==> config.mk <==
export PLATFORM = sky130hd
export DESIGN_NAME = ram_fifo_ctrl
export DESIGN_NICKNAME = d
export VERILOG_FILES = /design/src/rtl/ram_fifo_pkg.sv /design/src/rtl/fifo_skid_buf.sv /design/src/rtl/ram_fifo_ctrl.sv
export SDC_FILE = /design/constraint.sdc
export NUM_CORES = 1
export LEC_CHECK = 0
export BUFFER_PORTS_ARGS = -buffer_cell sky130_fd_sc_hd__buf_2
export CORE_MARGIN = 4
export CORE_UTILIZATION = 45
export DETAILED_ROUTE_END_ITERATION = 10
export PLACE_DENSITY = 0.77
export SYNTH_ARGS = -nofsm -noshare
export SYNTH_HDL_FRONTEND = slang
export SYNTH_SLANG_ARGS = --single-unit
export TNS_END_PERCENT = 5
==> constraint.sdc <==
create_clock -name clk -period 4.4 [get_ports clk]
set_input_delay 0.44 -clock clk [delete_from_list [all_inputs] [get_ports clk]]
set_output_delay 0.44 -clock clk [all_outputs]
set_load 0.01 [all_outputs]
==> src/rtl/ram_fifo_pkg.sv <==
// Shared widths, types and skid-buffer state encoding for the RAM-backed FIFO controller.
package ram_fifo_pkg;

    localparam int unsigned DW    = 8;
    localparam int unsigned AW    = 4;
    localparam int unsigned DEPTH = 2 ** AW;
    localparam int unsigned CW    = AW + 1;

    typedef logic [DW-1:0] data_t;
    typedef logic [AW-1:0] addr_t;
    typedef logic [CW-1:0] cnt_t;

    typedef enum logic [1:0] {
        BUF_EMPTY = 2'd0,
        BUF_ONE   = 2'd1,
        BUF_TWO   = 2'd2
    } buf_st_e;

endpackage

==> src/rtl/fifo_skid_buf.sv <==
// Two-entry output skid buffer: captures RAM read data and presents the head of the FIFO.
module fifo_skid_buf
    import ram_fifo_pkg::*;
(
    input  logic       clk,
    input  logic       reset,
    input  logic       cap_i,
    input  data_t      cap_data_i,
    input  logic       out_ready_i,
    output logic       out_valid_o,
    output data_t      out_data_o,
    output logic       pop_c_o,
    output logic [1:0] occ_o
);

    buf_st_e state_q, state_d;
    data_t   head_q, head_d;
    data_t   tail_q, tail_d;
    logic    out_valid_q, out_valid_d;
    logic    pop_c;

    always_ff @(posedge clk) begin
        if (reset) begin
            state_q     <= BUF_EMPTY;
            head_q      <= '0;
            tail_q      <= '0;
            out_valid_q <= 1'b0;
        end else begin
            state_q     <= state_d;
            head_q      <= head_d;
            tail_q      <= tail_d;
            out_valid_q <= out_valid_d;
        end
    end

    always_comb begin
        state_d = state_q;
        head_d  = head_q;
        tail_d  = tail_q;
        pop_c   = out_valid_q && out_ready_i;
        case (state_q)
            BUF_EMPTY: begin
                if (cap_i) begin
                    head_d  = cap_data_i;
                    state_d = BUF_ONE;
                end
            end
            BUF_ONE: begin
                if (cap_i && !pop_c) begin
                    tail_d  = cap_data_i;
                    state_d = BUF_TWO;
                end else if (pop_c && !cap_i) begin
                    state_d = BUF_EMPTY;
                end else if (cap_i && pop_c) begin
                    head_d = cap_data_i;
                end
            end
            BUF_TWO: begin
                // A capture here can only coincide with a pop; keep both entries in order.
                if (pop_c) begin
                    head_d = tail_q;
                    if (cap_i) begin
                        tail_d = cap_data_i;
                    end else begin
                        state_d = BUF_ONE;
                    end
                end
            end
            default: state_d = BUF_EMPTY;
        endcase
        out_valid_d = (state_d != BUF_EMPTY);
    end

    always_comb begin
        occ_o = 2'd0;
        case (state_q)
            BUF_ONE: occ_o = 2'd1;
            BUF_TWO: occ_o = 2'd2;
            default: occ_o = 2'd0;
        endcase
    end

    assign out_valid_o = out_valid_q;
    assign out_data_o  = head_q;
    assign pop_c_o     = pop_c;

endmodule

==> src/rtl/ram_fifo_ctrl.sv <==
// FIFO controller around an external 16x8 sync dual-port RAM with a 2-entry output skid buffer.
module ram_fifo_ctrl
    import ram_fifo_pkg::*;
(
    input  logic          clk,
    input  logic          reset,
    input  logic          in_valid,
    output logic          in_ready,
    input  logic [DW-1:0] in_data,
    output logic          out_valid,
    input  logic          out_ready,
    output logic [DW-1:0] out_data,
    output logic [AW:0]   count,
    output logic          full,
    output logic          empty,
    output logic          ram_we,
    output logic [AW-1:0] ram_w_add,
    output logic [DW-1:0] ram_data_in,
    output logic          ram_re,
    output logic [AW-1:0] ram_r_add,
    input  logic [DW-1:0] ram_data_out
);

    addr_t      wr_ptr_q, wr_ptr_d;
    addr_t      rd_ptr_q, rd_ptr_d;
    cnt_t       mem_cnt_q, mem_cnt_d;
    cnt_t       count_q, count_d;
    logic       rd_pend_q;
    logic       full_q, full_d;
    logic       empty_q, empty_d;
    logic       pop_c;
    logic [1:0] buf_occ;
    logic [2:0] buf_occ_d;

    fifo_skid_buf u_skid (
        .clk         (clk),
        .reset       (reset),
        .cap_i       (rd_pend_q),
        .cap_data_i  (ram_data_out),
        .out_ready_i (out_ready),
        .out_valid_o (out_valid),
        .out_data_o  (out_data),
        .pop_c_o     (pop_c),
        .occ_o       (buf_occ)
    );

    // Next buffer occupancy doubles as the read credit: issue only if it stays below two.
    always_comb begin
        buf_occ_d = 3'(buf_occ) + 3'(rd_pend_q) - 3'(pop_c);
        in_ready  = !reset && !full_q;
        ram_we    = in_valid && in_ready;
        ram_re    = !reset && (mem_cnt_q != '0) && (buf_occ_d < 3'd2);
    end

    always_comb begin
        wr_ptr_d  = wr_ptr_q + addr_t'(ram_we);
        rd_ptr_d  = rd_ptr_q + addr_t'(ram_re);
        mem_cnt_d = mem_cnt_q + cnt_t'(ram_we) - cnt_t'(ram_re);
        count_d   = mem_cnt_d + cnt_t'(ram_re) + cnt_t'(buf_occ_d);
        full_d    = (mem_cnt_d == cnt_t'(DEPTH));
        empty_d   = (count_d == '0);
    end

    always_ff @(posedge clk) begin
        if (reset) begin
            wr_ptr_q  <= '0;
            rd_ptr_q  <= '0;
            mem_cnt_q <= '0;
            count_q   <= '0;
            rd_pend_q <= 1'b0;
            full_q    <= 1'b0;
            empty_q   <= 1'b1;
        end else begin
            wr_ptr_q  <= wr_ptr_d;
            rd_ptr_q  <= rd_ptr_d;
            mem_cnt_q <= mem_cnt_d;
            count_q   <= count_d;
            rd_pend_q <= ram_re;
            full_q    <= full_d;
            empty_q   <= empty_d;
        end
    end

    assign ram_w_add   = wr_ptr_q;
    assign ram_data_in = in_data;
    assign ram_r_add   = rd_ptr_q;
    assign count       = count_q;
    assign full        = full_q;
    assign empty       = empty_q;

endmodule
==> results.sh, run 1 <==
export IMPL_required_ps=4590
export IMPL_cts_buffers=5
export IMPL_worstPathArrival_ps=4330
export IMPL_die_width_um=74.2
export IMPL_ir_drop_mv=0.335
export IMPL_use_met1=0.187
export IMPL_reg2reg_setup_slack_ps=260
export IMPL_muxShareOfSynthArea=0.0457
export IMPL_dp_hpwl_um=2720
export IMPL_cts_tree="done"
export IMPL_crit_type="reg2reg"
export IMPL_synth_distinct_cells=38
export IMPL_power_frac_clock=0.124
export IMPL_synth_compound_area_share=0.122
export IMPL_post_cts_buffers=0
export IMPL_final_min_clock_period_ps=4140
export IMPL_ys_seq_area_frac=0.406
export IMPL_combPwrFrac=0.604
export IMPL_rsz0062_at_grt="no"
export IMPL_antenna_cells=0
export IMPL_grt_busiest_layer="met2"
export IMPL_ant_nets=0
export IMPL_nets=282
export IMPL_clock_fmax_ghz=0.242
export IMPL_layout_drive_gt1_share=0.302
export IMPL_grt_pass1_vias=1407
export IMPL_cts_resized=0
export IMPL_pwr_density_cell_nw_per_um2=829
export IMPL_switching_power_mw=0.800
export IMPL_critPathMaxFanout=3
export IMPL_area_growth_pct=18.6
export IMPL_power_total_mw=1.94
export IMPL_hold_buffers=0
export IMPL_reg2reg_to="empty"
export IMPL_h_tree_depth=2
export IMPL_tns_ps=0
export IMPL_reg2reg_depth=16
export IMPL_ys_flop_type="dfxtp_1"
export IMPL_worst_pin_slew_ps=963
export IMPL_wl_per_cell_um=12.3
export IMPL_met2_usage=0.230
export IMPL_worst_slack_ps=260
export IMPL_holdPathEnd="u_skid.tail_q[2]"
export IMPL_holdCritStartpoint="ram_data_out[2]"
export IMPL_endpoint_kind="register"
export IMPL_stdcell_count=298
export IMPL_ctsLongestPathBuffers=2
export IMPL_seqPwrFrac=0.272
export IMPL_grt_overflow_total=0
export IMPL_drc=0
export IMPL_synth_xor_area_frac=0.0806
export IMPL_hp_class="in2reg"
export IMPL_final_max_slew_viol_count=0
export IMPL_slew_headroom=0.358
export IMPL_synth_async_sr_flop_share=0
export IMPL_p_leak_nw=1.13
export IMPL_dr_first_iter_drc_count=56
export IMPL_p_int_mw=1.14
export IMPL_wl_um=3670
export IMPL_grt_max_degree=39
export IMPL_ys_ff_latch=40
export IMPL_most_common_layout_cells="dfxtp_1, buf_2, nor2_1"
export IMPL_clock_sinks=40
export IMPL_grt_util_all_layers=0.146
export IMPL_yosys_area_share_adder=0.107
export IMPL_portBuffers=38
export IMPL_path_clk_slew_ps=80
export IMPL_start_util=0.479
export IMPL_synth_simple_gate_area_frac=0.171
export IMPL_grt_pass1_wl_um=6170
export IMPL_synth_top_family_by_area="simple AND/OR/NAND/NOR gates"
export IMPL_clk_latency_ps=300
export IMPL_synth_area_um2=1970
export IMPL_skew_ps=7.89
export IMPL_fin_crit_sh=0.941
export IMPL_fp_dieH_um=74.2
export IMPL_cap_violations=0
export IMPL_synth_edf_count=0
export IMPL_syn_inst=204
export IMPL_dieArea_um2=5500
export IMPL_regToRegStartpoint="u_skid.state_q[0]"
export IMPL_vias=1474
export IMPL_grt_antenna_before_repair=0
export IMPL_status="finished clean"
export IMPL_place_gp_congestion=0.818
export IMPL_mostFrequentLayoutCell="dfxtp_1"
export IMPL_synth_avg_cell_area_um2=9.66
export IMPL_vias_per_cell=4.95
export IMPL_finalHoldViolCount=0
export IMPL_dr_pass1_iters=4
export IMPL_dp_cells=290
export IMPL_clockRootBuffer="clkbuf_8"
export IMPL_hold_path_depth=3
export IMPL_num_rows=23
export IMPL_ioPinCount=55
export IMPL_core_region_area_um2=4120
export IMPL_dp_slack_ps=24.6
export IMPL_yosys_warnings=0
export IMPL_setup_viol=0
export IMPL_synth_nets=239
export IMPL_grt_use_met3=0.0338
export IMPL_p_sw_frac=0.413
export IMPL_crit_path_start_kind="register"
cells in the mapped netlist (3+ instances only):
library cell / n / share of area
dfxtp_1: 40 / 0.41
a21o_1: 3 / 0.011
fa_1: 3 / 0.030
buf_4: 9 / 0.034
a21oi_1: 6 / 0.015
a311oi_1: 8 / 0.036
nor2_1: 33 / 0.063
inv_1: 9 / 0.017
mux2i_1: 9 / 0.046
nand2_1: 19 / 0.036
nor2b_1: 9 / 0.029
xnor2_1: 10 / 0.044
xor2_1: 5 / 0.022
ha_1: 12 / 0.076
flip-flops by register name, indices dropped and copies added, names as in the netlist:
name                count
mem_cnt_q               5
count                   5
empty                   1
full                    1
u_skid.out_valid_o      1
u_skid.state_q          2
u_skid.out_data_o       8
ram_r_add               4
rd_pend_q               1
u_skid.tail_q           8
ram_w_add               4
worst max-delay path by stage:
stage,start,to,slack [ps]
after global routing,u_skid.state_q[0],empty,20
final,u_skid.state_q[0],empty,260
after global placement,out_ready,empty,100
after floorplan,out_ready,empty,20
after detailed placement,out_ready,empty,20
after CTS,u_skid.state_q[0],empty,150
cell families (layout without fill, tap and decap cells):
kind of cell | Yosys count | in the layout
XOR/XNOR | 16 | 16
AO/OA/AOI/OAI | 27 | 27
AND/OR/NAND/NOR | 73 | 73
buffers and inverters | 24 | 68
flip-flops | 40 | 40
multiplexers | 9 | 9
adder cells (fa/ha/maj) | 15 | 15
per-stage QoR:
step,hold slack (ps),util,instance area (um^2)
2_1_floorplan,454,-,1970
3_3_place_gp,460,0.540,2220
3_5_place_dp,468,0.540,2220
4_1_cts,383,0.561,2310
5_1_grt,393,0.568,2340
6_report,387,0.568,2340
routing by layer:
layer	up-vias	part of all wire	wire length [um]
met5	-	0	0
met3	8	0.041	152
met4	0	0.023	83
li1	762	-	-
met2	24	0.48	1740
met1	680	0.46	1690
final cells by class:
| cell class | count | area, um^2 |
|---|---|---|
| Multi-Input combinational cell | 140 | 1060 |
| Tap cell | 50 | 62.6 |
| Timing Repair Buffer | 51 | 288 |
| Clock inverter | 3 | 18.8 |
| Sequential cell | 40 | 802 |
| Inverter | 9 | 33.8 |
| Clock buffer | 5 | 68.8 |
| Fill cell | 368 | 1780 |
worst max-delay path: stages (launching register included):
cell,delay (ps)
dfxtp_2,350
a21boi_2,170
and2_1,150
or2_2,110
ha_1,120
inv_1,50
fa_1,490
inv_1,60
a311o_4,340
or3_2,450
fa_1,610
ha_1,270
a21o_1,200
a21oi_2,180
o31ai_4,90
xor2_1,150
a41o_1,220
power by group through the flow:
stage	clock (mW)	combinational, mW	sequential [mW]
after floorplan	0	0.785	0.558
after global placement	0	1.09	0.532
after detailed placement	0	1.12	0.533
after CTS	0.248	1.13	0.526
after global routing	0.261	1.32	0.538
final	0.240	1.17	0.527
Note: power is estimated with default switching activity, not from simulation.
==> run 2: changes to the inputs <==
--- a/config.mk
+++ b/config.mk
@@ -12,5 +12,6 @@
 export PLACE_DENSITY = 0.77
 export SYNTH_ARGS = -nofsm -noshare
 export SYNTH_HDL_FRONTEND = slang
+export SYNTH_HIERARCHICAL = 1
 export SYNTH_SLANG_ARGS = --single-unit
 export TNS_END_PERCENT = 5
==> results.sh, run 2 <==
export IMPL_core_region_area_um2=4380
export IMPL_nets=286
export IMPL_skew_ps=8.04
export IMPL_clockRootBuffer="clkbuf_8"
export IMPL_grt_overflow_total=0
export IMPL_hp_class="in2reg"
export IMPL_final_max_slew_viol_count=0
export IMPL_pwr_density_cell_nw_per_um2=780
export IMPL_seqPwrFrac=0.289
export IMPL_yosysTopAreaCell="dfxtp_1"
export IMPL_antenna_cells=0
export IMPL_h_tree_depth=2
export IMPL_synth_distinct_cells=40
export IMPL_final_core_util=0.541
export IMPL_p_sw_frac=0.407
export IMPL_portBuffers=38
export IMPL_power_total_mw=1.85
export IMPL_tns_ps=0
export IMPL_clk_latency_ps=290
export IMPL_dr_first_iter_drc_count=81
export IMPL_grt_antenna_before_repair=0
export IMPL_grt_pass1_vias=1521
export IMPL_ioPinCount=55
export IMPL_stdcell_count=302
export IMPL_slew_headroom=0.491
export IMPL_path_cells="nor2b_1 > inv_1 > ha_1 > inv_1 > ha_1 > inv_1 > fa_2 > xor2_2 > nor4_4 > xor2_1 > ha_2 > fa_1 > inv_2 > fa_2 > nor2b_2 > o21bai_1 > mux2i_1 > xor2_1 > a31o_1"
export IMPL_path_clk_slew_ps=70
export IMPL_critPathSlowestCell="fa_1"
export IMPL_place_gp_congestion=0.780
export IMPL_fin_crit_sh=0.931
export IMPL_synth_top_area_share=0.388
export IMPL_synth_nets=251
export IMPL_num_rows=24
export IMPL_syn_inst=215
export IMPL_p_leak_nw=1.06
export IMPL_p_int_mw=1.10
export IMPL_ctsLongestPathBuffers=2
export IMPL_cap_violations=0
export IMPL_cpMostUsedCell="inv_1"
export IMPL_yosys_cell_count_top_type="dfxtp_1"
export IMPL_wl_um=4050
export IMPL_dieArea_um2=5740
export IMPL_cts_tree="done"
export IMPL_grt_util_all_layers=0.153
export IMPL_start_util=0.471
export IMPL_finalHoldViolCount=0
export IMPL_vias=1564
export IMPL_drc=0
export IMPL_crit_path_start_kind="register"
export IMPL_clock_sinks=40
export IMPL_slowest_delay_ps=570
export IMPL_grt_pass1_wl_um=6750
export IMPL_area_growth_pct=14.8
export IMPL_die_width_um=75.7
export IMPL_synth_area_leaders="dfxtp_1, ha_1, nand2b_1"
export IMPL_worst_pin_slew_ps=762
export IMPL_synth_avg_cell_area_um2=9.60
export IMPL_status="finished clean"
export IMPL_final_min_clock_period_ps=4100
export IMPL_yosys_warnings=6
export IMPL_synth_area_um2=2060
export IMPL_dp_hpwl_um=2920
export IMPL_combPwrFrac=0.589
export IMPL_layout_drive_gt1_share=0.264
export IMPL_wl_per_cell_um=13.4
export IMPL_ys_seq_area_frac=0.388
export IMPL_fp_dieH_um=75.7
export IMPL_dr_pass1_iters=4
export IMPL_cts_buffers=5
export IMPL_worst_slack_ps=303
export IMPL_synthTopCellsByCount="dfxtp_1, nand2_1, nand2b_1, nor2_1, ha_1"
export IMPL_synth_async_sr_flop_share=0
export IMPL_synth_edf_count=0
export IMPL_ys_ff_latch=40
export IMPL_worstPathArrival_ps=4320
export IMPL_endpoint_kind="register"
export IMPL_power_frac_clock=0.122
export IMPL_setup_viol=0
export IMPL_ys_flop_type="dfxtp_1"
export IMPL_dp_slack_ps=-46.3
export IMPL_dp_cells=293
export IMPL_ir_drop_mv=0.269
export IMPL_crit_type="reg2reg"
export IMPL_clock_fmax_ghz=0.244
export IMPL_vias_per_cell=5.18
export IMPL_critPathMaxFanout=5
export IMPL_ant_nets=0
export IMPL_required_ps=4630
export IMPL_grt_max_degree=32
export IMPL_most_common_layout_cells="dfxtp_1, buf_2, nand2_1"
export IMPL_switching_power_mw=0.753
[run 2: cell types whose count changed in the layout (fill, tap and decap cells not counted), moves of 3 or more]
cell and change:
nor2_1 -19, buf_4 -5, a21oi_2 -3, a211oi_1 +8
nand2b_1 +17
[run 2: timing repair]
item,CTS,global route
hold buffers,0,0
endpoints found under the setup margin,0,3
gates resized for setup,0,10
setup buffers,0,2
[run 2: logic make-up after synthesis]
| family | count (synthesis) | synth area share |
|---|---|---|
| compound gates | 35 | 0.127 |
| xor+xnor | 16 | 0.0679 |
| fa+ha+maj | 16 | 0.108 |
| buf+inv | 28 | 0.0739 |
| flops | 40 | 0.388 |
| mux | 9 | 0.0436 |
| simple gates | 71 | 0.192 |
[run 2: path summary, 6_finish.rpt]
check               startpoint               end  slack [ps]  cells after the start
max          u_skid/state_q[0]             empty         300                     19
min            ram_data_out[7]  u_skid/tail_q[7]         420                      3
max reg2reg  u_skid/state_q[0]             empty         300                     19
min reg2reg   u_skid/tail_q[7]  u_skid/tail_q[7]         480                      2
[run 2: per-layer routing]
| metal | GRT usage | wire [um] | vias up |
|---|---|---|---|
| met5 | 0 | 0 | - |
| met4 | 0.0621 | 39 | 0 |
| li1 | - | - | 791 |
| met3 | 0.0369 | 204 | 7 |
| met1 | 0.188 | 1740 | 723 |
| met2 | 0.256 | 2070 | 43 |
[run 2: power by group through the flow]
stage               combinational (mW)  sequential [mW]  clock [mW]
finish                            1.09            0.534       0.225
global route                      1.24            0.547       0.248
CTS                               1.04            0.533       0.233
detailed placement                1.03            0.541           0
global placement                  1.02            0.538           0
floorplan                        0.749            0.566           0
[run 2: per-stage QoR]
stage	cell area, um^2	hold slack, ps
finish	2370	422
CTS	2330	417
detailed placement	2250	469
global route	2370	418
global placement	2250	460
floorplan	2060	449
[run 2: area by class of cell]
type                            instances  area [um^2]
Clock buffer                            6         72.6
Timing Repair Buffer                   46          250
Multi-Input combinational cell        147         1140
Fill cell                             385         2010
Tap cell                               52         65.1
Sequential cell                        40          803
Inverter                               10         37.5
Clock inverter                          1         5.00
[run 2: worst max-delay path: cells and delay by family (launching register included)]
| kind | cells | cell delay [ps] |
|---|---|---|
| xor gates and xnor gates | 3 | 560 |
| AOI/OAI and AO/OA | 2 | 230 |
| adders and majority gates | 6 | 1900 |
| muxes | 1 | 170 |
| buffers and inverters | 4 | 230 |
| DFF | 1 | 350 |
| and+or+nand+nor | 3 | 590 |
